==> src/rtl/dmem_bridge.sv <==
// dmem_bridge: data-side bridge between the single-cycle core's combinational
// data port and a variable-latency req/ack data memory bus.
//
// Stores are posted through a one-entry write buffer, so the core only stalls
// when a second store arrives while the first one is still on the bus.
// Loads stall the core until the read word is back and held in drdata.
//
// Bus handshake: bus_req rises together with registered bus_we, bus_addr,
// bus_wdata and bus_be. All of them stay stable until the first rising clk
// edge where bus_ack=1. That edge completes the transaction and bus_req drops
// on it. bus_ack is ignored whenever bus_req=0.
module dmem_bridge #(
    parameter int ADDR_W = 32,
    parameter int CNT_W  = 16
) (
    input  logic              clk,
    input  logic              reset,
    input  logic [ADDR_W-1:0] daddr,
    input  logic [31:0]       dwdata,
    input  logic [3:0]        dwe,
    input  logic              dre,
    output logic [31:0]       drdata,
    output logic              hold,
    output logic              bus_req,
    output logic              bus_we,
    output logic [ADDR_W-1:0] bus_addr,
    output logic [31:0]       bus_wdata,
    output logic [3:0]        bus_be,
    input  logic              bus_ack,
    input  logic [31:0]       bus_rdata,
    output logic [CNT_W-1:0]  stall_cnt
);

    // IDLE: nothing on the bus; WR: buffered store in flight;
    // RD: load in flight; RDONE: read word held for the core to commit.
    typedef enum logic [1:0] {
        ST_IDLE  = 2'd0,
        ST_WR    = 2'd1,
        ST_RD    = 2'd2,
        ST_RDONE = 2'd3
    } state_t;

    state_t            state;
    logic              wbuf_valid;

    logic              store_req;
    logic              load_req;
    logic              store_accept;
    logic              load_start;
    logic [ADDR_W-1:0] word_addr;

    // The byte-lane bits of the address are dropped here on purpose.
    // The bus is word-addressed and the lanes travel in bus_be.
    logic              unused_lane_bits;
    assign unused_lane_bits = ^daddr[1:0];

    // A store wins over a simultaneous load strobe.
    assign store_req = |dwe;
    assign load_req  = dre & ~store_req;

    // Stall the core while a store finds the buffer occupied, or while a load
    // has not yet reached the cycle where its data is presented.
    assign hold = reset & ((store_req & wbuf_valid) |
                           (load_req & (state != ST_RDONE)));

    // A store commits on any edge where the core is not held. That implies
    // the buffer is free.
    assign store_accept = store_req & ~hold;

    // Loads launch only from an idle bus with an empty buffer.
    // This drains posted writes before any read.
    assign load_start = load_req & (state == ST_IDLE) & ~wbuf_valid;

    assign word_addr = {daddr[ADDR_W-1:2], 2'b00};

    // Transaction FSM: owns the write buffer, the registered bus outputs and drdata.
    always_ff @(posedge clk or negedge reset) begin
        if (!reset) begin
            state      <= ST_IDLE;
            wbuf_valid <= 1'b0;
            bus_req    <= 1'b0;
            bus_we     <= 1'b0;
            bus_addr   <= '0;
            bus_wdata  <= '0;
            bus_be     <= 4'b0000;
            drdata     <= '0;
        end else begin
            case (state)
                ST_IDLE: begin
                    if (store_accept) begin
                        state      <= ST_WR;
                        wbuf_valid <= 1'b1;
                        bus_req    <= 1'b1;
                        bus_we     <= 1'b1;
                        bus_addr   <= word_addr;
                        bus_wdata  <= dwdata;
                        bus_be     <= dwe;
                    end else if (load_start) begin
                        state    <= ST_RD;
                        bus_req  <= 1'b1;
                        bus_we   <= 1'b0;
                        bus_addr <= word_addr;
                        bus_be   <= 4'b0000;
                    end
                end
                ST_WR: begin
                    if (bus_ack) begin
                        state      <= ST_IDLE;
                        wbuf_valid <= 1'b0;
                        bus_req    <= 1'b0;
                        bus_we     <= 1'b0;
                    end
                end
                ST_RD: begin
                    if (bus_ack) begin
                        state   <= ST_RDONE;
                        drdata  <= bus_rdata;
                        bus_req <= 1'b0;
                    end
                end
                ST_RDONE: begin
                    // The load commits on this edge. A store presented here
                    // is posted straight away, otherwise the bus goes idle.
                    if (store_accept) begin
                        state      <= ST_WR;
                        wbuf_valid <= 1'b1;
                        bus_req    <= 1'b1;
                        bus_we     <= 1'b1;
                        bus_addr   <= word_addr;
                        bus_wdata  <= dwdata;
                        bus_be     <= dwe;
                    end else begin
                        state <= ST_IDLE;
                    end
                end
                default: begin
                    state <= ST_IDLE;
                end
            endcase
        end
    end

    // Saturating count of core cycles lost to hold.
    always_ff @(posedge clk or negedge reset) begin
        if (!reset) begin
            stall_cnt <= '0;
        end else if (hold && (stall_cnt != {CNT_W{1'b1}})) begin
            stall_cnt <= stall_cnt + {{(CNT_W-1){1'b0}}, 1'b1};
        end
    end

endmodule
==> config.mk <==
export PLATFORM = sky130hd
export DESIGN_NAME = dmem_bridge
export DESIGN_NICKNAME = d
export VERILOG_FILES = /design/src/rtl/dmem_bridge.sv
export SDC_FILE = /design/constraint.sdc
export NUM_CORES = 1
export LEC_CHECK = 0
export CAP_MARGIN = 0
export CORE_UTILIZATION = 42
export DETAILED_ROUTE_END_ITERATION = 8
export PLACE_DENSITY_LB_ADDON = 0.12
export SETUP_SLACK_MARGIN = 0.02
export SLEW_MARGIN = 20
export SYNTH_ARGS = -nofsm -noshare
export SYNTH_HDL_FRONTEND = slang
export SYNTH_SLANG_ARGS = --single-unit
export TNS_END_PERCENT = 20
==> constraint.sdc <==
create_clock -name clk -period 2.5 [get_ports clk]
set_clock_uncertainty 0.2 [all_clocks]
set_input_delay 0.375 -clock clk [delete_from_list [all_inputs] [get_ports clk]]
set_output_delay 0.375 -clock clk [all_outputs]
set_load 0.05 [all_outputs]
---- Word-level counts from Yosys, hierarchy flattened ----
Cells that the tools add are included.
word-level totals
  register bits ........................... 121
  input bits .............................. 104
  output and inout bits ................... 119
operators by class
  add/subtract/negate cells ............... 1
  equal/unequal tests ..................... 11
  mux-type cells .......................... 23
  bitwise logic cells ..................... 11
  reduce and logical (&&, ||, !) cells .... 15
operators with widths
  kind                                                                     count
  32-bit two-way mux                                                       3
  32-bit case mux with 2 select lines                                      1
  16-bit by 1-bit adder with 16-bit output, second input constant          1
  16-bit inequality test, second input constant                            1
  4-bit two-way mux                                                        3
  3-bit AND reduction                                                      4
  2-bit two-way mux                                                        4
  2-bit inequality test, second input constant                             4
  2-bit case mux with 4 select lines                                       1
  4-bit case mux with 2 select lines                                       1
  1-bit AND                                                                7
  1-bit two-way mux                                                        7
  1-bit case mux with 3 select lines                                       2
  2-bit == test, second input constant                                     2
  2-bit by 1-bit inequality test with 1-bit output, second input constant  2
  2-bit AND reduction                                                      2
  4-bit AND reduction                                                      1
  2-bit nonzero test                                                       2
  2-bit OR reduction                                                       2
  4-bit OR reduction                                                       1
  3-bit inequality test, second input constant                             1
  1-bit NOT                                                                3
  3-bit nonzero test                                                       1
  2-bit by 1-bit == test with 1-bit output, second input constant          1
  other kinds (4)                                                          4

---- Logic depth before layout (Yosys ltp) ----
  depth after elaboration ................. 10
  mapped depth ............................ 6
  mapped depth without buffers ............ 6

---- Least setup slack after synthesis ----
OpenSTA, ideal clock, no wires.
  path kind ............................... reg-to-reg
  start ................................... reg stall_cnt[0]
  end ..................................... reg stall_cnt[1]
  setup time .............................. 125 ps
  data arrival time ....................... 2162 ps
  required time ........................... 2175 ps
  slack ................................... 14 ps
  stages on the path, launching flop included .. 6
  path buffers ............................ 0
  period minus slack after synthesis ...... 2486 ps
  cells stage by stage .................... dfrtp_1 ha_1 nand2_1 or4_4 o21ai_1 mux2_2
on the way
  cells in the longest elaborated chain, start to end .. 2
  elaborated cells on any way between the ends .. 3
  those cells by class .................... add/sub: 1; eq/ne: 1; reduce/logical: 1
ends and longest elaborated chain
  element                                                                                           line  RTL
  start: declaration                                                                                31    output logic [CNT_W-1:0] stall_cnt
  start signal: assignment                                                                          148   stall_cnt <= stall_cnt + {{(CNT_W-1){1'b0}}, 1'b1};
  parallel branches: the longest is 2 deep, another holds 16-bit by 1-bit adder with 16-bit output  -
Parallel ways; which one is timed is not known.
A chain may end at the register's enable or synchronous reset.

---- Worst setup path in the final report ----
  start ................................... in dwe[0]
  end ..................................... out hold
on the way
  cells in the longest elaborated chain, start to end .. 6
  elaborated cells on any way between the ends .. 7
  those cells by class .................... bitwise: 6; reduce/logical: 1
ends and longest elaborated chain
  element                 line  RTL
  start: declaration      20    input logic [3:0] dwe,
  4-bit OR reduction (*)  58    assign store_req = |dwe;
  1-bit NOT               59    assign load_req = dre & ~store_req;
  1-bit AND               59
  1-bit AND               64    (load_req & (state != ST_RDONE)));
  1-bit OR (*)            63    assign hold = reset & ((store_req & wbuf_valid) |
  1-bit AND (*)           63
  end: declaration        23    output logic hold,
Mark *: on every way between the ends. The rest lies on a longest branch, timed or not.

==> out/metrics.csv <==
metric,value,unit
Crit Path Class,input pin to primary output,
antenna violations before repair,0,
Slew @ Worst Pin,0.661,ns
Syn Inst Count,335,
# setup viols final,0,
fraction of power spent switching nets,44.3,%
Clock Tree Root,clkbuf_16,
"commonest non-fill, non-tap cell in the layout",clkdlybuf4s50_1,
Final min period,2.33,ns
post-layout util,69.5,%
Seq pwr share,25.9,%
Clock power frac,18.3,%
total core area,11400,um^2
FILL cells,864,
CTS tree,yes,
die width,110,um
largest net degree at the start of global routing,53,
WL final,11700,um
number of global-route vias before repair,3665,
Clock Sinks,119,
internal power,0.00726,W
count of final hold-check violations,0,
Post-synth EDFFs,0,
ys flop type,dfrtp_1,
routed len/inst,16.1,um
Critical Path Start Type,input pin,
status,"finished, final reports clean",
Post-synth ARST share,100,%
FP Rows,39,
total number of vias,3566,
final setup TNS,0,ns
VDD IR max,0.000941,V
Ports,223,
Peak Freq,429,MHz
Post-layout nets,684,
Vias/cell,4.89,
Net Sw Power,0.00577,W
"Req. time, crit path",1.92,ns
syn_area_per_cell,14.6,um^2
# DRC,0,
Fin Hold WS,0.147,ns
"Max FO, Critical Path",4,
layout cells sized above 1,25.6,%
max_slew headroom,56.0,%
diodes inserted,0,
H-Tree Depth,4,
Post-Syn Area,4880,um^2
Starting Density,43.0,%
Post-DRT Antenna Nets,0,
All-Layer GR Usage,20.2,%
First-pass DRT Iterations,4,
Cell variety after synth,38,
Area growth syn-to-layout,61.8,%
Final Max Tran Viols,0,
Iter 0 DRT Violations,99,
sequential area share after synthesis,61.0,%
Ys Warns,0,
RSZ-0062 raised after global routing,false,
Die H,110,um
clk_lat worst skew,0.41,ns
Port Buffers,218,
clock slew at reported path FFs,0.05,ns
Final GP Congestion,0.747,
Final Cycle Share,93.3,%
HPWL after detailed placement,8500,um
Worst R2R Start,state[0],
die area,12100,um^2
most frequent cells in the layout,"216 x clkdlybuf4s50_1, 118 x dfrtp_1, 99 x mux2_2",
total CTS buffers,17,
crit end category,primary output,
gr ovfl total,0,
Comb power frac,55.8,%
Clock Tree Buf Depth,2,
Power Density,1650,nW/um^2
Power Total,0.0130,W
CP startpoint,dwe[0],
"flops & latches, synth",119,
Max Cap Viol,0,
CP Data Arrival Time,1.76,ns
Lkg Pwr,3.27,nW
HP Class,input pin to asynchronous set/reset pin,
first-pass GRT wire length,18000,um
-- cell usage after synthesis (all sizes together) (2+ instances only) --
| cell | instances | area [um^2] |
|---|---|---|
| dfrtp | 119 | 2980 |
| mux2 | 99 | 1110 |
| xnor2 | 14 | 123 |
| buf | 13 | 91.3 |
| nor2 | 12 | 45.0 |
| nand2 | 9 | 33.8 |
| o211ai | 8 | 60.1 |
| a21oi | 6 | 30.0 |
| ha | 6 | 75.1 |
| inv | 6 | 22.5 |
| o21ai | 6 | 30.0 |
| a22o | 4 | 35.0 |
| nand3 | 4 | 32.5 |
| nor4 | 4 | 40.0 |
| nand4 | 3 | 18.8 |
| and3 | 2 | 12.5 |
| nand3b | 2 | 15.0 |
| nor3 | 2 | 10.0 |
| o2111ai | 2 | 17.5 |
| o22ai | 2 | 12.5 |
-- per-layer routing --
layer | global-route usage (%) | up-vias | routed length, um
met2 | 32.1 | 152 | 5670
met4 | 9.33 | 0 | 284
met3 | 9.96 | 24 | 1250
met1 | 22.6 | 1716 | 4540
li1 | - | 1674 | -
met5 | 0 | - | 0
-- critical path: stages --
cell	delay, ns
clkdlybuf4s50_1	0.46
nor4_4	0.39
mux2i_1	0.23
buf_4	0.17
buf_12	0.14
-- final cells by class --
class | count | area [um^2] | area share [%]
clock inverter | 8 | 96.3 | 1.22
sequential | 119 | 2980 | 37.7
tap | 143 | 179 | 2.26
clock buffer | 23 | 488 | 6.17
inverter | 6 | 22.5 | 0.285
timing repair buffer | 233 | 2340 | 29.6
multi-input combinational | 197 | 1800 | 22.7
-- stage by stage --
stage / area [um^2] / worst slack, ns / instances
3_3_place_gp: 7300 / 0.0580 / 696
4_1_cts: 7900 / 0.102 / 729
2_1_floorplan: 4890 / 0.0278 / 336
6_report: 7910 / 0.168 / 729
5_1_grt: 7910 / 0.0676 / 729
3_5_place_dp: 7300 / 0.0297 / 696
-- power by group through the flow --
| stage | combinational (W) | sequential (W) | clock, W |
|---|---|---|---|
| global route | 0.00762 | 0.00350 | 0.00254 |
| CTS | 0.00735 | 0.00338 | 0.00244 |
| global placement | 0.00723 | 0.00333 | 0 |
| finish | 0.00727 | 0.00337 | 0.00239 |
| floorplan | 0.00177 | 0.00646 | 0 |
| detailed placement | 0.00731 | 0.00341 | 0 |
-- final timing paths --
kind | to | slack, ns | cells after the start
max | hold | 0.17 | 5
min in group clk | bus_be[2] | 0.30 | 1
min | state[0] | 0.15 | 2
max reg2reg | stall_cnt[1] | 0.38 | 7
max in group asynchronous | stall_cnt[0] | 0.46 | 4
min reg2reg | bus_be[2] | 0.30 | 1
-- flip-flops by register name (all words and copies together) (netlist names) --
signal      flops
bus_addr       30
bus_be          4
bus_req         1
bus_wdata      32
bus_we          1
drdata         32
stall_cnt      16
state           2
wbuf_valid      1
-- cells by family (layout without fill, tap and decap cells) --
group	after synthesis	after routing	share of synthesized area, %
other	1	2	0.0768
XOR/XNOR	14	14	2.51
buffers and inverters	20	270	2.41
AO/OA/AOI/OAI	33	33	4.61
adder cells (fa/ha/maj)	6	6	1.54
AND/OR/NAND/NOR	42	42	4.87
flip-flops	119	119	61.0
multiplexers	100	100	23.0
-- timing repair --
item,4_1_cts,5_1_grt
endpoints found under the hold margin,67,0
buffers inserted,1,0
gates resized for setup,0,1
setup endpoints to repair,1,1
hold buffers,1,0
Note: power is estimated with default switching activity, not from simulation.
